File: src/rtl/fp_addsub_ctrl_if.sv
// ---------------------------------------------------------------------------
// fp_addsub_ctrl_if
// Handshake/data bundle between a requester and the fp_addsub_ctrl
// sequential single-precision adder/subtractor.
//   start  : request, sampled by the core only while it is idle
//   op     : 0 = a+b, 1 = a-b
//   a, b   : IEEE-754 single-precision operands
//   busy   : core is working (every state except IDLE)
//   done   : one-cycle pulse, result is valid
//   result : packed sum/difference, held until the next done
// Modports: master (requester side), slave (the arithmetic core).
// ---------------------------------------------------------------------------
interface fp_addsub_ctrl_if;
    logic        start;
    logic        op;
    logic [31:0] a;
    logic [31:0] b;
    logic        busy;
    logic        done;
    logic [31:0] result;

    modport master (
        output start, op, a, b,
        input  busy, done, result
    );

    modport slave (
        input  start, op, a, b,
        output busy, done, result
    );
endinterface

File: src/rtl/fp_addsub_ctrl.sv
// ---------------------------------------------------------------------------
// fp_addsub_ctrl
// Multi-cycle IEEE-754 single-precision add/subtract controller.
// Sequence: IDLE -> ALIGN -> ADD -> NORM -> DONE -> IDLE.
// Truncating arithmetic, no NaN/infinity detection, denormals read as zero,
// underflow during normalisation flushes to +0, exponent >= 255 packs as
// a signed infinity pattern.
//
// Ports:
//   clk    in  rising-edge clock
//   rst_n  in  asynchronous active-low reset
//   bus    fp_addsub_ctrl_if.slave (start/op/a/b in, busy/done/result out)
//
// Build option:
//   FP_ADDSUB_FAST_ALIGN_EN  defined   -> ALIGN barrel-shifts in one cycle
//                            undefined -> ALIGN shifts one bit per cycle
//   Results are bit-identical in both builds; only latency differs.
// ---------------------------------------------------------------------------
module fp_addsub_ctrl (
    input  logic               clk,
    input  logic               rst_n,
    fp_addsub_ctrl_if.slave    bus
);

    typedef enum logic [2:0] {
        IDLE  = 3'd0,
        ALIGN = 3'd1,
        ADD   = 3'd2,
        NORM  = 3'd3,
        DONE  = 3'd4
    } state_t;

    state_t      state_q, state_d;
    logic        signL_q, signL_d;
    logic        signS_q, signS_d;
    logic [23:0] mantL_q, mantL_d;
    logic [23:0] mantS_q, mantS_d;
    logic [23:0] mantR_q, mantR_d;
    logic [8:0]  exp_q,   exp_d;
    logic [4:0]  cnt_q,   cnt_d;
    logic        busy_q,  busy_d;
    logic        done_q,  done_d;
    logic [31:0] result_q, result_d;

    // Operand decode at capture time: exponent 0 is treated as zero, and the
    // effective sign of b folds in the subtract request.
    logic [7:0]  expA, expB, expL, expS, expDiff;
    logic [23:0] mantA, mantB;
    logic        signA, signB, aIsL;
    logic [24:0] sumW, diffW;

    assign expA  = bus.a[30:23];
    assign expB  = bus.b[30:23];
    assign mantA = (expA == 8'd0) ? 24'd0 : {1'b1, bus.a[22:0]};
    assign mantB = (expB == 8'd0) ? 24'd0 : {1'b1, bus.b[22:0]};
    assign signA = bus.a[31];
    assign signB = bus.b[31] ^ bus.op;

    // Magnitude compare: exponent first, then mantissa; a wins a tie.
    assign aIsL    = (expA > expB) || ((expA == expB) && (mantA >= mantB));
    assign expL    = aIsL ? expA : expB;
    assign expS    = aIsL ? expB : expA;
    assign expDiff = expL - expS;

    // Both candidate ADD results; L >= S in magnitude so the difference never wraps.
    assign sumW  = {1'b0, mantL_q} + {1'b0, mantS_q};
    assign diffW = {1'b0, mantL_q} - {1'b0, mantS_q};

    // Next-state logic for the whole datapath and the registered outputs.
    always_comb begin
        state_d  = state_q;
        signL_d  = signL_q;
        signS_d  = signS_q;
        mantL_d  = mantL_q;
        mantS_d  = mantS_q;
        mantR_d  = mantR_q;
        exp_d    = exp_q;
        cnt_d    = cnt_q;
        result_d = result_q;

        case (state_q)
            IDLE: begin
                if (bus.start) begin
                    signL_d = aIsL ? signA : signB;
                    signS_d = aIsL ? signB : signA;
                    mantL_d = aIsL ? mantA : mantB;
                    mantS_d = aIsL ? mantB : mantA;
                    mantR_d = 24'd0;
                    exp_d   = {1'b0, expL};
                    // Shifting past 25 bits gives the same (zero) contribution.
                    cnt_d   = (expDiff > 8'd25) ? 5'd25 : expDiff[4:0];
                    state_d = ALIGN;
                end
            end

            ALIGN: begin
`ifdef FP_ADDSUB_FAST_ALIGN_EN
                mantS_d = mantS_q >> cnt_q;
                cnt_d   = 5'd0;
                state_d = ADD;
`else
                if (cnt_q != 5'd0) begin
                    mantS_d = mantS_q >> 1;
                    cnt_d   = cnt_q - 5'd1;
                end else begin
                    state_d = ADD;
                end
`endif
            end

            ADD: begin
                if (signL_q == signS_q) begin
                    // Carry out renormalises right by one immediately.
                    if (sumW[24]) begin
                        mantR_d = sumW[24:1];
                        exp_d   = exp_q + 9'd1;
                    end else begin
                        mantR_d = sumW[23:0];
                    end
                end else begin
                    mantR_d = diffW[23:0];
                end
                state_d = NORM;
            end

            NORM: begin
                if (mantR_q == 24'd0) begin
                    result_d = 32'h0000_0000;
                    state_d  = DONE;
                end else if (mantR_q[23]) begin
                    if (exp_q >= 9'd255)
                        result_d = {signL_q, 8'hFF, 23'd0};
                    else
                        result_d = {signL_q, exp_q[7:0], mantR_q[22:0]};
                    state_d = DONE;
                end else if (exp_q <= 9'd1) begin
                    // Another left shift would reach exponent 0: flush to +0.
                    result_d = 32'h0000_0000;
                    state_d  = DONE;
                end else begin
                    mantR_d = mantR_q << 1;
                    exp_d   = exp_q - 9'd1;
                end
            end

            DONE: begin
                state_d = IDLE;
            end

            default: begin
                state_d = IDLE;
            end
        endcase

        busy_d = (state_d != IDLE);
        done_d = (state_d == DONE);
    end

    // Single state register for the FSM and datapath; reset discards any
    // partial operation and clears the visible outputs at once.
    always_ff @(posedge clk or negedge rst_n) begin
        if (!rst_n) begin
            state_q  <= IDLE;
            signL_q  <= 1'b0;
            signS_q  <= 1'b0;
            mantL_q  <= 24'd0;
            mantS_q  <= 24'd0;
            mantR_q  <= 24'd0;
            exp_q    <= 9'd0;
            cnt_q    <= 5'd0;
            busy_q   <= 1'b0;
            done_q   <= 1'b0;
            result_q <= 32'd0;
        end else begin
            state_q  <= state_d;
            signL_q  <= signL_d;
            signS_q  <= signS_d;
            mantL_q  <= mantL_d;
            mantS_q  <= mantS_d;
            mantR_q  <= mantR_d;
            exp_q    <= exp_d;
            cnt_q    <= cnt_d;
            busy_q   <= busy_d;
            done_q   <= done_d;
            result_q <= result_d;
        end
    end

    assign bus.busy   = busy_q;
    assign bus.done   = done_q;
    assign bus.result = result_q;

endmodule

File: src/flat_wrapper.sv
// flat-port wrapper written by rule: the top's interface ports become plain ports
module fp_addsub_ctrl_flat 
  (clk, rst_n, bus_start, bus_op, bus_a, bus_b, bus_busy, bus_done, bus_result);
  fp_addsub_ctrl_if bus_i ();
  input  logic clk;
  input  logic rst_n;
  input wire logic [$bits(bus_i.start)-1:0] bus_start;
  input wire logic [$bits(bus_i.op)-1:0] bus_op;
  input wire logic [$bits(bus_i.a)-1:0] bus_a;
  input wire logic [$bits(bus_i.b)-1:0] bus_b;
  output wire logic [$bits(bus_i.busy)-1:0] bus_busy;
  output wire logic [$bits(bus_i.done)-1:0] bus_done;
  output wire logic [$bits(bus_i.result)-1:0] bus_result;
  assign bus_i.start = bus_start;
  assign bus_i.op = bus_op;
  assign bus_i.a = bus_a;
  assign bus_i.b = bus_b;
  assign bus_busy = bus_i.busy;
  assign bus_done = bus_i.done;
  assign bus_result = bus_i.result;
  fp_addsub_ctrl u_core (.clk(clk), .rst_n(rst_n), .bus(bus_i));
endmodule
File: config.mk
export PLATFORM = sky130hd
export DESIGN_NAME = fp_addsub_ctrl_flat
export DESIGN_NICKNAME = d
export VERILOG_FILES = /design/src/rtl/fp_addsub_ctrl_if.sv /design/src/rtl/fp_addsub_ctrl.sv /design/src/flat_wrapper.sv
export SDC_FILE = /design/constraint.sdc
export NUM_CORES = 1
export LEC_CHECK = 0
export ABC_AREA = 1
export CAP_MARGIN = 15
export CORE_MARGIN = 2
export CORE_UTILIZATION = 50
export CTS_CLUSTER_DIAMETER = 30
export DETAILED_ROUTE_END_ITERATION = 10
export PLACE_DENSITY = 0.76
export SYNTH_ARGS = -nofsm -noshare
export SYNTH_HDL_FRONTEND = slang
export SYNTH_SLANG_ARGS = --single-unit
export TNS_END_PERCENT = 30
File: constraint.sdc
create_clock -name clk -period 3.4 [get_ports clk]
set_input_delay 0.68 -clock clk [delete_from_list [all_inputs] [get_ports clk]]
set_output_delay 0.68 -clock clk [all_outputs]
set_load 0.01 [all_outputs]
==> metrics.md, run 1 <==
| Metric | Value |
|---|---|
| Max-slew violation count | 0 |
| Sequential-to-total area share from yosys stat | about 30% |
| Net count after synthesis | 1,656 |
| Combinational fraction of design power | between 60 and 70% |
| Path type of the worst min-delay path | input port to asynchronous set/reset pin |
| Drt wl/cell | approximately 16 um |
| Most used cells in the layout excluding fill and tap cells | 338 x sky130_fd_sc_hd__nand2_1, 178 x sky130_fd_sc_hd__buf_4, 171 x sky130_fd_sc_hd__inv_1 |
| Average cell area after synthesis | between 6 and 7 sq um |
| Time the worst path needs with I/O delays and setup | 3.65 ns |
| Maximum fanout along the worst path | 5 |
| Power Internal | around 6.5 mW |
| Clk pwr share | a little over an eighth |
| Maximum capacitance violations | 0 |
| Number of standard cells in the layout, taps in and fillers out | 2,034 |
| Chip height | roughly 150 um |
| Number of ports placed on the die boundary | slightly above 100 |
| Most repeated library cell on the critical path | sky130_fd_sc_hd__buf_4 |
| Final clock skew | between 0.01 and 0.015 ns |
| TritonCTS Buffers | 17 |
| Placer's final routability congestion estimate | just over 0.9 |
| Global routing usage summed across all routing layers | 29.3% |
| First-pass GRT wire length | around 52,000 um |
| Worst slew margin relative to its limit | around a third |
| Switching part of the total power | just over 50% |
| Compound-cell area share of the yosys netlist | between 20% and 30% |
| Count of H-tree levels built during CTS | 4 |
| Element type at the critical path end | flop |
| Cell Rows | between 50 and 60 |
| Mapped Cells | roughly 1.5k |
| Effective utilization at floorplan | 51.0% |
| Count of cells along the worst register-to-register path | 15 |
| HPWL Detailed | around 22,000 um |
| Number of DRC markers in iteration 0 | 1,024 |
| Overall die area | approximately 22,000 sq um |
| Number of vias after detailed routing | about 11k |
| Simple logic cell fraction of the synthesized area | approximately 25% |
| Initial antenna violation count | 1 |
| Residual DRC count | 0 |
| Clock transition time at the flip-flop clock pins of the worst setup and hold paths | about 0.06 ns |
| Main combinational cell family by area after synthesis | simple AND/OR/NAND/NOR gates |
| Core Footprint | around 20,000 sq um |
| Largest net degree at the start of global routing | approximately 70 |
| Synthesized-area fraction occupied by xor and xnor cells | 3.14% |
| Final setup fails | 7 |
| Root Buffer | sky130_fd_sc_hd__clkbuf_16 |
| Peak supply drop | roughly 520 uV |
| Synth cell types | 53 |
| Total Neg Setup Slack | -1.30 ns |
| Via count of the first global-routing pass | about 10k |
| Logic depth of the worst path, buffers included | 32 |
| Smallest setup slack after layout | -0.249 ns |
| Placed instance count | around 1.9k |
| Classification of the worst setup path | input port to flop |
| Post-synthesis cell area | about 10,000 sq um |
| Cell family contributing the most delay on the critical path | buffers and inverters |
| Startpoint kind of the worst setup timing path | input port |
| Count of state elements after synthesis | ~130 |
| Drt total wl | roughly 32,000 um |
| Die width | approximately 150 um |
| Most common library cell in the layout ignoring fill and taps | sky130_fd_sc_hd__nand2_1 |
| Fraction of layout instances using a drive strength above 1 | around a fifth |
| Sequential fraction of design power | a little over a fifth |
| P&R area growth vs syn | 37.2% |
| Clock buffer depth | 2 |
| Final worst path period share | 107% |
| PD cells | approximately 920 nW/um^2 |
| # nets final | 1,904 |
| Detail Route Antenna Nets | 0 |
| Unrepaired setup endpoints after global routing | true |
| Highest cell delay on the worst timing path | about 0.15 ns |
| Peak clock frequency supported by timing | around 270 MHz |
| Crit path buf inv count | 22 |
| Cell types occupying the most area after synthesis | sky130_fd_sc_hd__dfrtp_1 30%, sky130_fd_sc_hd__nand2_1 14%, sky130_fd_sc_hd__ha_1 10% |
| Net switching power | between 6 and 7 mW |
| Warnings, synthesis | 0 |
| Leakage Power | 7.00 nW |
| Fraction of synthesized area in multiplexers | 0% |
| GRT Residual Overflow | 0 |
| Total iterations of the first detailed-routing run | 5 |
| Required time of the critical path | 3.75 ns |
| Yosys top cell area share | a little under a third |
| Sinks on Clock Net | 125 |
| Endpoints failing hold | 0 |
| Clock network latency to the later pin of the worst-skew pair | between 0.4 and 0.5 ns |
| Clock tree from TritonCTS | done |
| Arr. time, crit path | 4.00 ns |
| Status | complete, but fails checks |
| Largest area contributor in the netlist | sky130_fd_sc_hd__dfrtp_1 |
| Post-detailed-route via-to-cell ratio | around 5.5 |
| Worst-Margin Slew | 0.997 ns |
| Post-synthesis adder-cell area fraction | 10.6% |
| Slowest-stage cell, CP | sky130_fd_sc_hd__a21oi_2 |
| Buffers added on ports | about 100 |
| Violations in the final reports | negative setup slack |
[final timing paths]
check	start	to	slack [ns]
min in group clk	u_core.bus.result[28]	u_core.bus.result[28]	0.47
max in group asynchronous	rst_n	u_core.mantS_q[23]	2.47
worst max-delay path	bus_a[26]	u_core.cnt_q[2]	-0.25
worst max register to register	u_core.mantS_q[5]	u_core.mantR_q[16]	0.29
worst min register to register	u_core.bus.result[28]	u_core.bus.result[28]	0.47
worst min-delay path	rst_n	u_core.mantL_q[1]	0.20
[routing by layer]
layer / wire [um] / vias up / track usage, %
met5: 0 / - / 0
met4: 777 / 0 / 10.1
met3: 2100 / 55 / 3.61
met2: 14200 / 448 / 45.5
met1: 14800 / 5213 / 42.3
li1: - / 5491 / -
[worst reg2reg max path: stages, from the launching register on]
cell and delay, ns:
sky130_fd_sc_hd__dfrtp_1 0.38, sky130_fd_sc_hd__inv_1 0.08, sky130_fd_sc_hd__ha_1 0.45, sky130_fd_sc_hd__nand2_1 0.12, sky130_fd_sc_hd__nor3_1 0.28, sky130_fd_sc_hd__a21oi_1 0.15, sky130_fd_sc_hd__o21bai_1 0.27, sky130_fd_sc_hd__a21oi_1 0.18
sky130_fd_sc_hd__o21ai_0 0.36, sky130_fd_sc_hd__nand2_1 0.13, sky130_fd_sc_hd__nand3_1 0.09, sky130_fd_sc_hd__nand2_1 0.07, sky130_fd_sc_hd__xor2_1 0.16, sky130_fd_sc_hd__nand2_1 0.07, sky130_fd_sc_hd__nand4_1 0.10, sky130_fd_sc_hd__nand3_1 0.09
[flip-flops by register name, indices dropped and copies added, names as in the netlist, 3 cells and up]
| name | flops |
|---|---|
| u_core.mantS_q | 24 |
| u_core.bus.result | 32 |
| u_core.mantL_q | 24 |
| u_core.state_q | 3 |
| u_core.exp_q | 9 |
| u_core.cnt_q | 5 |
| u_core.mantR_q | 24 |
[cell type report]
type	count	area, sq um
diodes	1	2.50
clock buffers	22	454
clock inverters	10	116
fillers	1639	6080
inverters	204	785
multi-input cells	1109	6730
flip-flops and latches	125	3130
well taps	270	338
repair buffers	293	2600
[stage by stage]
step	cell area [sq um]	total power, mW	utilization, %	worst slack, ns	hold WS, ns
finish	14200	13.0	69.9	-0.249	0.199
global route	14100	14.2	69.9	-0.399	0.226
CTS	13900	12.8	68.8	-0.0872	0.212
detailed placement	12400	10.8	61.2	-1.01	0.461
global placement	12400	10.6	61.2	-0.946	0.454
floorplan	10300	8.51	-	0.0271	0.384
[power groups by stage]
stage,Sequential [mW],Combinational (mW),Clock (mW)
2_1_floorplan,2.75,5.76,0
3_3_place_gp,2.82,7.81,0
3_5_place_dp,2.86,7.97,0
4_1_cts,2.85,8.18,1.77
5_1_grt,2.96,9.41,1.84
6_report,2.87,8.42,1.76
[logic make-up (layout without fill, tap and decap cells)]
| group | count (synthesis) | in the layout |
|---|---|---|
| flops | 125 | 125 |
| buf+inv | 269 | 529 |
| xor+xnor | 37 | 37 |
| other cells | 0 | 1 |
| fa+ha+maj | 86 | 86 |
| simple gates | 619 | 620 |
| compound gates | 366 | 366 |
[synthesized netlist by cell type (all sizes together)]
master	number
or2	1
clkinv	3
o211ai	26
o21ai	146
o22ai	2
o21bai	6
xnor2	1
o31ai	4
a41oi	3
o221ai	11
a2111o	1
nand4	22
a211oi	1
o2111ai	9
buf	20
a21o	4
o211a	1
nor3	11
a22oi	13
o32ai	1
inv	201
nor2	102
clkbuf	45
a21oi	127
fa	2
o311ai	2
nand3	73
nor4	10
ha	84
dfrtp	125
and3	1
a21boi	1
a31oi	4
nand2	399
xor2	36
o21a	4
[timing repair]
| item | in CTS | in global routing |
|---|---|---|
| pin swaps | 33 | 45 |
| setup buffers | 65 | 0 |
| hold buffers | 0 | 0 |
| endpoints found under the setup margin | 63 | 50 |
| resized for setup | 153 | 74 |
| gates cloned | 4 | 2 |
Note: power is estimated with default switching activity, not from simulation.
==> inputs of run 2 (changes only) <==
CTS_CLUSTER_SIZE = 30   (was not set)
==> results of run 2 <==
Same layout as run 1: the final DEF is identical, and so are final timing and power.
==> RTL edit (flow settings as in run 1) <==
Add a define of `FP_ADDSUB_FAST_ALIGN_EN`.
--- a/src/rtl/fp_addsub_ctrl.sv
+++ b/src/rtl/fp_addsub_ctrl.sv
@@ -16,6 +16,8 @@
 //                            undefined -> ALIGN shifts one bit per cycle
 //   Results are bit-identical in both builds; only latency differs.
 // ---------------------------------------------------------------------------
+`define FP_ADDSUB_FAST_ALIGN_EN
+
 module fp_addsub_ctrl (
     input  logic               clk,
     input  logic               rst_n,
Formal check against the unedited RTL: not equivalent (a bounded check fails within 10 cycles, from zero or initial values and one cycle with rst_n low).
==> RTL edit against run 1 <==
The flow still finishes with violations (setup timing); critical path type unchanged; power increased by 13%; clock power increased by 3%; setup slack improved by 0.12 ns; sequential cell count unchanged; synthesized area increased by 9.8%; utilization decreased by 3.1 points; clock skew increased by 0.0034 ns; wire length increased by 24%; critical endpoint is now u_core.cnt_q[3]; final area increased by 6.0%.
==> RTL edit: results (changes against run 1) <==
- Status: finished, violations left (unchanged)
- Failing checks: setup timing (unchanged)
- Xor-xnor portion of the synthesized cell area: 2.242% (was 3.141%)
- Mean Syn Cell Area: 6.702 um^2 (was 6.870 um^2)
- Total GRT Usage: 32.79% (was 29.28%)
- Clock latency on the worst-skew pair: 0.44 ns (was 0.42 ns)
- Ant. Diodes: 0 (was 1)
- Max-Slew Margin vs Limit: 51.06% (was 33.48%)
- Unique cell type count in the Yosys netlist: 54 (was 53)
- H-Tree Depth: 4 (unchanged)
- Antenna violations before repair: 0 (was 1)
- Worst R2R End: u_core.mantR_q[20] (was u_core.mantR_q[16])
- Multiplexer share of the synthesized area: 0.9721% (was 0%)
- Worst setup path endpoint: u_core.cnt_q[3] (was u_core.cnt_q[2])
- VDD IR max: 0.5310 mV (was 0.5195 mV)
- Switch share: 54.80% (was 50.52%)
- Starting DRC count in detailed routing: 1098 (was 1024)
- Pre-CTS WS: -0.9360 ns (was -1.015 ns)
- Final #Nets: 2097 (was 1904)
- Critical Path Slowest Stage Cell: clkinvlp_4 (was a21oi_2)
- Via count: 12.79k (was 11.21k)
- Worst setup path start: bus_b[28] (was bus_a[26])
- Placer Congestion: 0.9615 (was 0.9294)
- Adder-Cell Fraction of Synth Area: 9.632% (was 10.57%)
- Critical path required time: 3.73 ns (was 3.75 ns)
- First-pass GRT wire length: 62550 um (was 52020 um)
- Finish-stage setup viols: 5 (was 7)
- FF-to-FF path depth: 14 (was 15)
- Synth top cells by count: 413 x nand2_1, 206 x inv_1, 183 x o21ai_0, 132 x a21oi_1, 125 x dfrtp_1 (was 390 x nand2_1, 194 x inv_1, 132 x o21ai_0, 126 x a21oi_1, 125 x dfrtp_1)
- Post-DP HPWL: 30020 um (was 22450 um)
- Pin count of the biggest net entering global routing: 76 (was 69)
- R2r startpoint: u_core.mantS_q[15] (was u_core.mantS_q[5])
- Final WL: 39760 um (was 31950 um)
- Synth Area in Compound Gates: 23.06% (was 20.54%)
- Share of cells above drive strength 1: 20.55% (was 21.38%)
- WL per Instance: 17.74 um (was 15.71 um)
- Yosys Warn Count: 0 (unchanged)
- Top post-synthesis cells by area: dfrtp_1 28%, nand2_1 14%, ha_1 9.3% (was dfrtp_1 30%, nand2_1 14%, ha_1 10%)
- Placed insts: 2158 (was 1934)
- Bufs on Longest Clock Path: 2 (unchanged)
- Vias in the first global route: 12.06k (was 10.42k)
- Syn nets: 1844 (was 1656)
- Slack of the critical path: -0.1330 ns (was -0.2495 ns)
- Worst Skew: 0.01503 ns (was 0.01167 ns)
- P_leak: 7.481 nW (was 7.003 nW)
- CP max stage delay: 0.28 ns (was 0.15 ns)
RTL edit: changes by cell type in the layout (fill, tap and decap cells not counted), sizes merged, moves of 9 or more:
cell	run 1	this run
o211ai	26	46
nand3	73	83
a31oi	4	14
inv	200	220
nand2	400	432
o21ai	146	194
buf	199	223
nor2	102	133
mux2i	0	11
a22oi	13	4
RTL edit: cell families after synthesis:
| kind of cell | Yosys count |
|---|---|
| xor gates and xnor gates | 29 |
| AOI/OAI and AO/OA | 451 |
| muxes | 11 |
| DFF | 125 |
| and+or+nand+nor | 698 |
| buffers and inverters | 290 |
| adders and majority gates | 86 |
RTL edit: worst min-delay path by stage:
stage,endpoint,slack [ns]
4_1_cts,u_core.bus.result[21],0.29
6_report,u_core.bus.result[21],0.27
3_5_place_dp,u_core.bus.result[26],0.46
3_3_place_gp,u_core.bus.result[27],0.45
5_1_grt,u_core.bus.done,0.32
2_1_floorplan,u_core.bus.busy,0.38
RTL edit: power by group through the flow:
stage / logic, mW / registers (mW) / clock network, mW
2_1_floorplan: 6.71 / 2.65 / 0
5_1_grt: 11.2 / 2.92 / 1.89
3_5_place_dp: 9.70 / 2.83 / 0
3_3_place_gp: 9.61 / 2.80 / 0
6_report: 10.1 / 2.84 / 1.82
4_1_cts: 9.84 / 2.81 / 1.83
RTL edit: timing repair:
action / in CTS / in global routing
setup buffers: 41 / 9
pin swaps: 47 / 45
gates cloned: 2 / 0
resized for setup: 129 / 69
endpoints found under the setup margin: 60 / 35
RTL edit: area by class of cell:
type | instances | area [um^2]
clock buffers | 17 | 425.4
clock inverters | 15 | 152.6
fillers | 1976 | 7440
inverters | 215 | 847.1
multi-input cells | 1275 | 7490
flip-flops and latches | 125 | 3128
well taps | 285 | 356.6
repair buffers | 307 | 2579
repair inverters | 2 | 16.27
RTL edit: worst max-delay path, delay by kind of cell:
family | cells | cell delay, ns
fa+ha+maj | 2 | 0.33
buf+inv | 4 | 0.47
simple gates | 23 | 2.37
RTL edit: routing by layer:
layer,vias up,global-route usage [%],share of wire (%)
met1,5948,43.79,43
li1,6178,-,-
met5,-,0,0
met3,112,3.418,6.3
met4,0,14.37,4.2
met2,556,54.10,46
RTL edit: per-stage QoR:
| stage | power (mW) | cell area (um^2) | TNS (ns) |
|---|---|---|---|
| 2_1_floorplan | 9.363 | 11400 | -0.9813 |
| 3_3_place_gp | 12.42 | 13630 | -40.26 |
| 3_5_place_dp | 12.53 | 13630 | -44.25 |
| 4_1_cts | 14.48 | 14690 | 0 |
| 5_1_grt | 15.97 | 14990 | -1.529 |
| 6_report | 14.80 | 14990 | -0.5271 |
